===== config.mk =====
export PLATFORM = sky130hd
export DESIGN_NAME = ram16_frame_ctrl
export DESIGN_NICKNAME = d
export VERILOG_FILES = /design/src/rtl/ram16_frame_ctrl.sv
export SDC_FILE = /design/constraint.sdc
export NUM_CORES = 1
export LEC_CHECK = 0
export CAP_MARGIN = 20
export CORE_UTILIZATION = 30
export DETAILED_ROUTE_END_ITERATION = 10
export MAX_ROUTING_LAYER = met4
export PLACE_DENSITY = 0.65
export REMOVE_ABC_BUFFERS = 1
export SLEW_MARGIN = 40
export SYNTH_ARGS = -nofsm -noshare
export SYNTH_HDL_FRONTEND = slang
export SYNTH_SLANG_ARGS = --single-unit

===== constraint.sdc =====
create_clock -name CLK -period 3.5 [get_ports CLK]
set_clock_uncertainty 0.1 [all_clocks]
set_input_delay 1.05 -clock CLK [delete_from_list [all_inputs] [get_ports CLK]]
set_output_delay 1.05 -clock CLK [all_outputs]
set_load 0.03 [all_outputs]

===== src/rtl/ram16_frame_ctrl.sv =====
// rtl/ram16_frame_ctrl.sv - single-frame RAM16 sample buffer sequencer (optional auto-clear: RAM16_CTRL_AUTOCLR_EN)
`timescale 1ns/1ps
module ram16_frame_ctrl #(
    parameter int ADDR_WIDTH = 2,
    parameter int FCNT_WIDTH = 8
) (
    input  logic                  CLK,
    input  logic                  RST,
    input  logic                  ENABLE,
    input  logic                  S_VALID,
    output logic                  S_READY,
    input  logic [15:0]           S_DATA,
    output logic                  M_VALID,
    input  logic                  M_READY,
    output logic [15:0]           M_DATA,
    output logic                  M_LAST,
    output logic                  RAM_EN,
    output logic                  RAM_WE,
    output logic                  RAM_CLR,
    output logic [ADDR_WIDTH-1:0] RAM_A,
    output logic [15:0]           RAM_DI,
    input  logic [15:0]           RAM_DO,
    output logic                  BUSY,
    output logic [FCNT_WIDTH-1:0] FRAME_CNT
);

    localparam int DEPTH = 1 << ADDR_WIDTH;
    localparam logic [ADDR_WIDTH-1:0] PTR_LAST = ADDR_WIDTH'(DEPTH - 1);

    localparam logic [2:0] IDLE     = 3'd0;
    localparam logic [2:0] FILL     = 3'd1;
    localparam logic [2:0] RD_ISSUE = 3'd2;
    localparam logic [2:0] RD_CAP   = 3'd3;
    localparam logic [2:0] RD_HOLD  = 3'd4;
`ifdef RAM16_CTRL_AUTOCLR_EN
    localparam logic [2:0] CLEAR    = 3'd5;
`endif

    logic [2:0]            state;
    logic [ADDR_WIDTH-1:0] ptr;
    logic [2:0]            frame_end_state;

    // Where a finished frame goes: straight into the next fill, or back to idle
    assign frame_end_state = ENABLE ? FILL : IDLE;
    assign BUSY            = (state != IDLE);
    assign S_READY         = (state == FILL);

`ifdef RAM16_CTRL_AUTOCLR_EN
    assign RAM_CLR = (state == CLEAR);
`else
    assign RAM_CLR = 1'b0;
`endif

    // RAM strobes decoded from state and ptr; writes only on an input handshake
    always_comb begin
        RAM_EN = 1'b0;
        RAM_WE = 1'b0;
        RAM_A  = '0;
        RAM_DI = 16'h0000;
        case (state)
            FILL: begin
                if (S_VALID) begin
                    RAM_EN = 1'b1;
                    RAM_WE = 1'b1;
                    RAM_A  = ptr;
                    RAM_DI = S_DATA;
                end
            end
            RD_ISSUE: begin
                RAM_EN = 1'b1;
                RAM_A  = ptr;
            end
            default: begin
                RAM_EN = 1'b0;
            end
        endcase
    end

    // Frame sequencer: fill all addresses, then read/present/handshake each word in turn
    always_ff @(posedge CLK) begin
        if (RST) begin
            state     <= IDLE;
            ptr       <= '0;
            M_VALID   <= 1'b0;
            M_LAST    <= 1'b0;
            M_DATA    <= 16'h0000;
            FRAME_CNT <= '0;
        end else begin
            case (state)
                IDLE: begin
                    if (ENABLE) begin
                        state <= FILL;
                        ptr   <= '0;
                    end
                end
                FILL: begin
                    if (S_VALID) begin
                        if (ptr == PTR_LAST) begin
                            ptr   <= '0;
                            state <= RD_ISSUE;
                        end else begin
                            ptr <= ptr + ADDR_WIDTH'(1);
                        end
                    end
                end
                RD_ISSUE: begin
                    state <= RD_CAP;
                end
                RD_CAP: begin
                    M_DATA  <= RAM_DO;
                    M_VALID <= 1'b1;
                    M_LAST  <= (ptr == PTR_LAST);
                    state   <= RD_HOLD;
                end
                RD_HOLD: begin
                    if (M_READY) begin
                        M_VALID <= 1'b0;
                        M_LAST  <= 1'b0;
                        if (ptr != PTR_LAST) begin
                            ptr   <= ptr + ADDR_WIDTH'(1);
                            state <= RD_ISSUE;
                        end else begin
                            ptr       <= '0;
                            FRAME_CNT <= FRAME_CNT + FCNT_WIDTH'(1);
`ifdef RAM16_CTRL_AUTOCLR_EN
                            state     <= CLEAR;
`else
                            state     <= frame_end_state;
`endif
                        end
                    end
                end
`ifdef RAM16_CTRL_AUTOCLR_EN
                CLEAR: begin
                    state <= frame_end_state;
                end
`endif
                default: begin
                    state <= IDLE;
                end
            endcase
        end
    end

endmodule


==> flow_metrics.env, run 1 <==
export IMPL_clock_sinks=31
export IMPL_path_buf_inv=2
export IMPL_die_area_um2=5356
export IMPL_pwr_share_comb_pct=16.3
export IMPL_synth_top_area_share_pct=40.82
export IMPL_seq_area_frac_synth_pct=40.82
export IMPL_power_frac_clock_pct=37.3
export IMPL_netlist_cell_type_count=38
export IMPL_via_count=1624
export IMPL_status="complete, no violations"
export IMPL_max_slew_worst_pin_slew_ns=0.6008
export IMPL_syn2layout_area_growth_pct=62.47
export IMPL_drv_slew=0
export IMPL_drt_iter0_drc=67
export IMPL_worstPathRequired_ns=2.35
export IMPL_grt_start_max_net_pins=26
export IMPL_cp_max_fo=3
export IMPL_clk_pin_slew_ns=0.07
export IMPL_cts_root_buf="clkbuf_8"
export IMPL_drt_wl_total_um=4134
export IMPL_hp_class="flop to flop"
export IMPL_sw_frac_of_total_pct=27.23
export IMPL_ys_seq_elements=31
export IMPL_first_global_vias=1452
export IMPL_max_stage_delay_ns=0.48
export IMPL_finalNonFillerCells=347
export IMPL_antennaDiodeCount=0
export IMPL_die_h_um=73.19
export IMPL_fmax_mhz=302.7
export IMPL_synth_edf_count=0
export IMPL_grt_pass1_wl_um=6630
export IMPL_syn_avg_cell_area_um2=7.796
export IMPL_cp_start_kind="input pin"
export IMPL_p_seq_share_pct=46.5
export IMPL_clk_latency_ns=0.28
export IMPL_ir_worst_vdd_uv=204.3
export IMPL_setup_viol=0
export IMPL_dieWidth_um=73.19
export IMPL_cts_tree="done"
export IMPL_synth_largest_area_cell="dfxtp_1"
export IMPL_remaining_drc_errors=0
export IMPL_fin_crit_sh_pct=94.37
export IMPL_cp_slowest_cell="clkdlybuf4s50_1"
export IMPL_viasPerCell=4.680
export IMPL_power_switching_mw=0.2090
export IMPL_end_kind="output pin"
export IMPL_htree_levels=2
export IMPL_hold_viol=0
export IMPL_cts_max_path_buffers=2
export IMPL_pre_cts_ws_ns=0.1924
export IMPL_setup_tns_ns=0
export IMPL_p_leak_nw=0.9658
export IMPL_slew_limit_headroom_pct=59.57
export IMPL_io_pins=86
export IMPL_start_util_pct=31.76
export IMPL_postSynth_asyncResetShare_pct=0
export IMPL_synth_main_ff_cell="dfxtp_1"
export IMPL_worstSetupPathType="input pin to output pin"
export IMPL_p_total_mw=0.7677
export IMPL_track_usage_pct=16.23
export IMPL_fin_crit_ns=3.303
export IMPL_cts_resized=0
export IMPL_p_int_mw=0.5587
export IMPL_synth_area_um2=1520
export IMPL_gp_congestion=0.7238
export IMPL_post_cts_buffers=0
export IMPL_cp_cell_sequence="clkdlybuf4s50_1, nand3_1, a21oi_1, and2_1, buf_4"
export IMPL_synthCells=195
export IMPL_cp_arrival_ns=2.15
export IMPL_portBuffers=84
export IMPL_drive_gt1_share_pct=13.21
export IMPL_routedWlPerCell_um=11.91
export IMPL_hold_buffers=0
export IMPL_rsz0062_at_grt="false"
export IMPL_core_area_um2=4786
export IMPL_drt_pass1_iterations=4
export IMPL_p_per_area_nw_per_um2=310.8
export IMPL_yosys_warnings=0
export IMPL_grt_overflow=0
export IMPL_nNetsFinal=319
export IMPL_num_rows=25
export IMPL_antenna_found_initial=0
export IMPL_ant_nets=0
export IMPL_cts_buffers=5
export IMPL_synth_top_cells_by_area="dfxtp_1 41%, nand2_1 9.4%, a21oi_1 8.2%"
export IMPL_hpwlAfterDp_um=2896
export IMPL_placed_cells=339
export IMPL_cap_violations=0
export IMPL_fin_ws_ns=0.1969
export IMPL_cp_top_family="buffers and inverters"
[layout make-up]
| cell class | count | area [um^2] |
|---|---|---|
| Tap cell | 67 | 83.83 |
| Sequential cell | 31 | 620.6 |
| Inverter | 5 | 18.77 |
| Multi-Input combinational cell | 146 | 822.0 |
| Clock buffer | 5 | 68.82 |
| Timing Repair Buffer | 90 | 835.8 |
| Clock inverter | 3 | 20.02 |
| Fill cell | 460 | 2316 |
[power groups by stage]
stage          Combinational, mW  Clock [mW]  Sequential (mW)
2_1_floorplan             0.0465           0            0.367
3_3_place_gp               0.125           0            0.365
3_5_place_dp               0.125           0            0.365
4_1_cts                    0.126       0.292            0.357
5_1_grt                    0.134       0.305            0.357
6_report                   0.125       0.286            0.357
[flip-flops by register name, indices dropped and copies added, names as in the netlist]
name	cells
FRAME_CNT	8
M_DATA	16
M_LAST	1
M_VALID	1
ptr	2
state	3
[worst reg2reg max path, stage by stage (launching register included)]
cell,delay [ns]
dfxtp_1,0.43
ha_1,0.38
inv_1,0.14
nor4_1,0.57
a31o_2,0.25
a21oi_1,0.05
[path summary, 6_finish.rpt]
path	start	endpoint	slack [ns]	cells after the start
worst max-delay path	S_VALID	RAM_A[1]	0.20	5
worst min-delay path	M_DATA[8]	M_DATA[8]	0.35	2
worst max register to register	ptr[0]	FRAME_CNT[7]	1.47	5
worst min register to register	M_DATA[8]	M_DATA[8]	0.35	2
[metal layers]
metal  track usage [%]  share of wire (%)
met1             21.60                 47
met2             24.59                 48
met4             3.922               0.34
met5                 -                  0
met3             4.006                5.0
[synthesized netlist by cell type (all sizes together) (4+ instances only)]
cell type	count
nand3	5
buf	7
dfxtp	31
nor2	13
nand2	38
inv	5
clkbuf	6
and3	17
or3	4
a21oi	25
[logic make-up after synthesis]
group	share of synthesized area, %
AND/OR/NAND/NOR	33.33
AO/OA/AOI/OAI	13.66
flip-flops	40.82
buffers and inverters	5.103
XOR/XNOR	2.305
adder cells (fa/ha/maj)	2.469
multiplexers	2.058
other	0.2467
[stage by stage]
step / instance area (um^2) / util [%] / hold slack [ns]
floorplan: 1461 / - / 0.4337
global placement: 2381 / 49.75 / 0.3412
detailed placement: 2381 / 49.75 / 0.3470
CTS: 2470 / 51.61 / 0.3568
global route: 2470 / 51.61 / 0.3745
finish: 2470 / 51.61 / 0.3535
[cell usage in the layout (no fill, tap or decap), types with 2 or more instances in the layout]
master and n:
clkdlybuf4s50_1 64, nand3b_1 2, nor3_1 3, clkbuf_8 5
nor4_1 3, clkinvlp_4 2, o21ai_0 2, ha_1 3
nand4b_1 2, nor2_1 13, xnor2_1 3, nand2b_1 3
or3_1 4, buf_4 26, nand4_1 2, and3_1 17
inv_1 5, nand2_1 38, dfxtp_1 31, a21oi_1 25
mux2i_1 2, nand3_1 5, and2_1 3, a31o_2 2
Note: power is estimated with default switching activity, not from simulation.
==> inputs of run 2 (changes only) <==
CORE_MARGIN = 2   (was default)
==> flow_metrics.env, run 2 (synthesized netlist as in run 1, its figures left out) <==
export IMPL_status="complete, no violations"
export IMPL_cp_max_fo=3
export IMPL_r2r_end="FRAME_CNT[7]"
export IMPL_num_rows=25
export IMPL_rsz0062_at_grt="false"
export IMPL_grt_start_max_net_pins=32
export IMPL_power_frac_clock_pct=43.1
export IMPL_htree_levels=2
export IMPL_clk_latency_ns=0.28
export IMPL_drive_gt1_share_pct=13.26
export IMPL_grt_overflow=0
export IMPL_syn2layout_area_growth_pct=64.03
export IMPL_antennaDiodeCount=0
export IMPL_rrSetupSlack_ns=1.46
export IMPL_die_area_um2=5653
export IMPL_cts_resized=0
export IMPL_cts_tree="done"
export IMPL_p_seq_share_pct=42.3
export IMPL_p_per_area_nw_per_um2=339.3
export IMPL_cts_buffers=5
export IMPL_cap_violations=0
export IMPL_top_layer_used="met4"
export IMPL_largest_registers="M_DATA x16, FRAME_CNT x8, state x3"
export IMPL_setup_tns_ns=0
export IMPL_antenna_found_initial=0
export IMPL_slew_limit_headroom_pct=57.08
export IMPL_ant_nets=0
export IMPL_routedWlPerCell_um=11.73
export IMPL_start_util_pct=31.56
export IMPL_worstSetupPathType="input pin to output pin"
export IMPL_wl_met2_um=1854
export IMPL_die_h_um=75.19
export IMPL_drt_met1_wl_um=1910
export IMPL_design_area_um2=2494
export IMPL_post_cts_buffers=0
export IMPL_largest_reg_flops=16
export IMPL_max_slew_worst_pin_slew_ns=0.6431
export IMPL_portBuffers=84
export IMPL_reg2regPathDepth=5
export IMPL_largest_register="M_DATA"
export IMPL_cp_start_kind="input pin"
export IMPL_remaining_drc_errors=0
export IMPL_hold_buffers=0
export IMPL_fin_crit_sh_pct=94.53
export IMPL_dieWidth_um=75.19
export IMPL_p_int_mw=0.6506
export IMPL_clock_sinks=31
export IMPL_p_total_mw=0.8461
export IMPL_worstPathRequired_ns=2.35
export IMPL_finalNonFillerCells=346
export IMPL_drt_pass1_iterations=4
export IMPL_place_area_um2=2376
export IMPL_fin_crit_ns=3.308
export IMPL_grt_pass1_wl_um=6285
export IMPL_critPathLaunch="S_VALID"
export IMPL_mostFrequentLayoutCells="64 x clkdlybuf4s50_1, 38 x nand2_1, 31 x dfxtp_1"
export IMPL_fillers=484
export IMPL_via_count=1607
export IMPL_final_common_cell="clkdlybuf4s50_1"
export IMPL_pwr_share_comb_pct=14.5
export IMPL_setup_viol=0
export IMPL_sw_frac_of_total_pct=23.10
export IMPL_drt_wl_total_um=4060
export IMPL_drt_iter0_drc=32
export IMPL_end_kind="output pin"
export IMPL_wl_met3_um=261
export IMPL_critPathCapture="RAM_A[1]"
export IMPL_reg2reg_from="ptr[0]"
export IMPL_core_area_um2=4817
export IMPL_gp_congestion=0.7786
export IMPL_track_usage_pct=14.68
export IMPL_ir_worst_vdd_uv=209.6
export IMPL_io_pins=86
export IMPL_power_switching_mw=0.1955
export IMPL_hpwlAfterDp_um=2936
export IMPL_placed_cells=338
export IMPL_hold_viol=0
export IMPL_p_leak_nw=0.9811
export IMPL_viasPerCell=4.645
export IMPL_drv_slew=0
export IMPL_cts_max_path_buffers=2
export IMPL_cp_arrival_ns=2.16
export IMPL_first_global_vias=1355
export IMPL_hp_class="flop to flop"
export IMPL_nNetsFinal=318
export IMPL_cts_root_buf="clkbuf_8"
export IMPL_fmax_mhz=302.3
export IMPL_clk_pin_slew_ns=0.07
[run 2: power by group through the flow]
stage / sequential (mW) / combinational (mW) / clock [mW]
floorplan: 0.367 / 0.0465 / 0
global placement: 0.366 / 0.124 / 0
detailed placement: 0.366 / 0.123 / 0
CTS: 0.358 / 0.123 / 0.371
global route: 0.359 / 0.132 / 0.387
finish: 0.358 / 0.123 / 0.365
[run 2: how the worst min path moves through the flow]
stage / end / cells past startpoint / slack (ns) / from
finish: M_DATA[2] / 2 / 0.35 / M_DATA[2]
global route: M_DATA[9] / 2 / 0.37 / M_DATA[9]
detailed placement: M_DATA[14] / 2 / 0.35 / M_DATA[14]
CTS: M_DATA[13] / 2 / 0.36 / M_DATA[13]
global placement: M_DATA[11] / 2 / 0.34 / M_DATA[11]
floorplan: ptr[0] / 2 / 0.43 / ptr[0]
[run 2: per-layer routing]
| layer | global-route usage, % | up-vias |
|---|---|---|
| li1 | - | 836 |
| met1 | 21.30 | 724 |
| met2 | 19.10 | 41 |
| met3 | 4.953 | 6 |
| met4 | 4.094 | 0 |
| met5 | - | - |
[run 2: through the flow]
| stage | util, % | worst slack, ns | hold WS (ns) |
|---|---|---|---|
| final | 51.77 | 0.1916 | 0.3540 |
| after global routing | 51.77 | 0.1394 | 0.3746 |
| after global placement | 49.27 | 0.2110 | 0.3408 |
| after floorplan | - | 0.2845 | 0.4337 |
| after detailed placement | 49.32 | 0.2035 | 0.3484 |
| after CTS | 51.77 | 0.2034 | 0.3552 |
[run 2: cell type report]
type                       count  area, um^2  area share, %
timing repair buffer          89       828.3          33.22
sequential                    31       620.6          24.89
clock inverter                 2       35.03          1.405
inverter                       5       18.77         0.7526
tap                           67       83.83          3.362
multi-input combinational    146       824.5          33.07
clock buffer                   6       82.58          3.312
[run 2: critical path, cell delays in order]
cell,delay [ns]
clkdlybuf4s50_1,0.47
nand3_1,0.08
a21oi_1,0.24
and2_1,0.17
buf_4,0.15
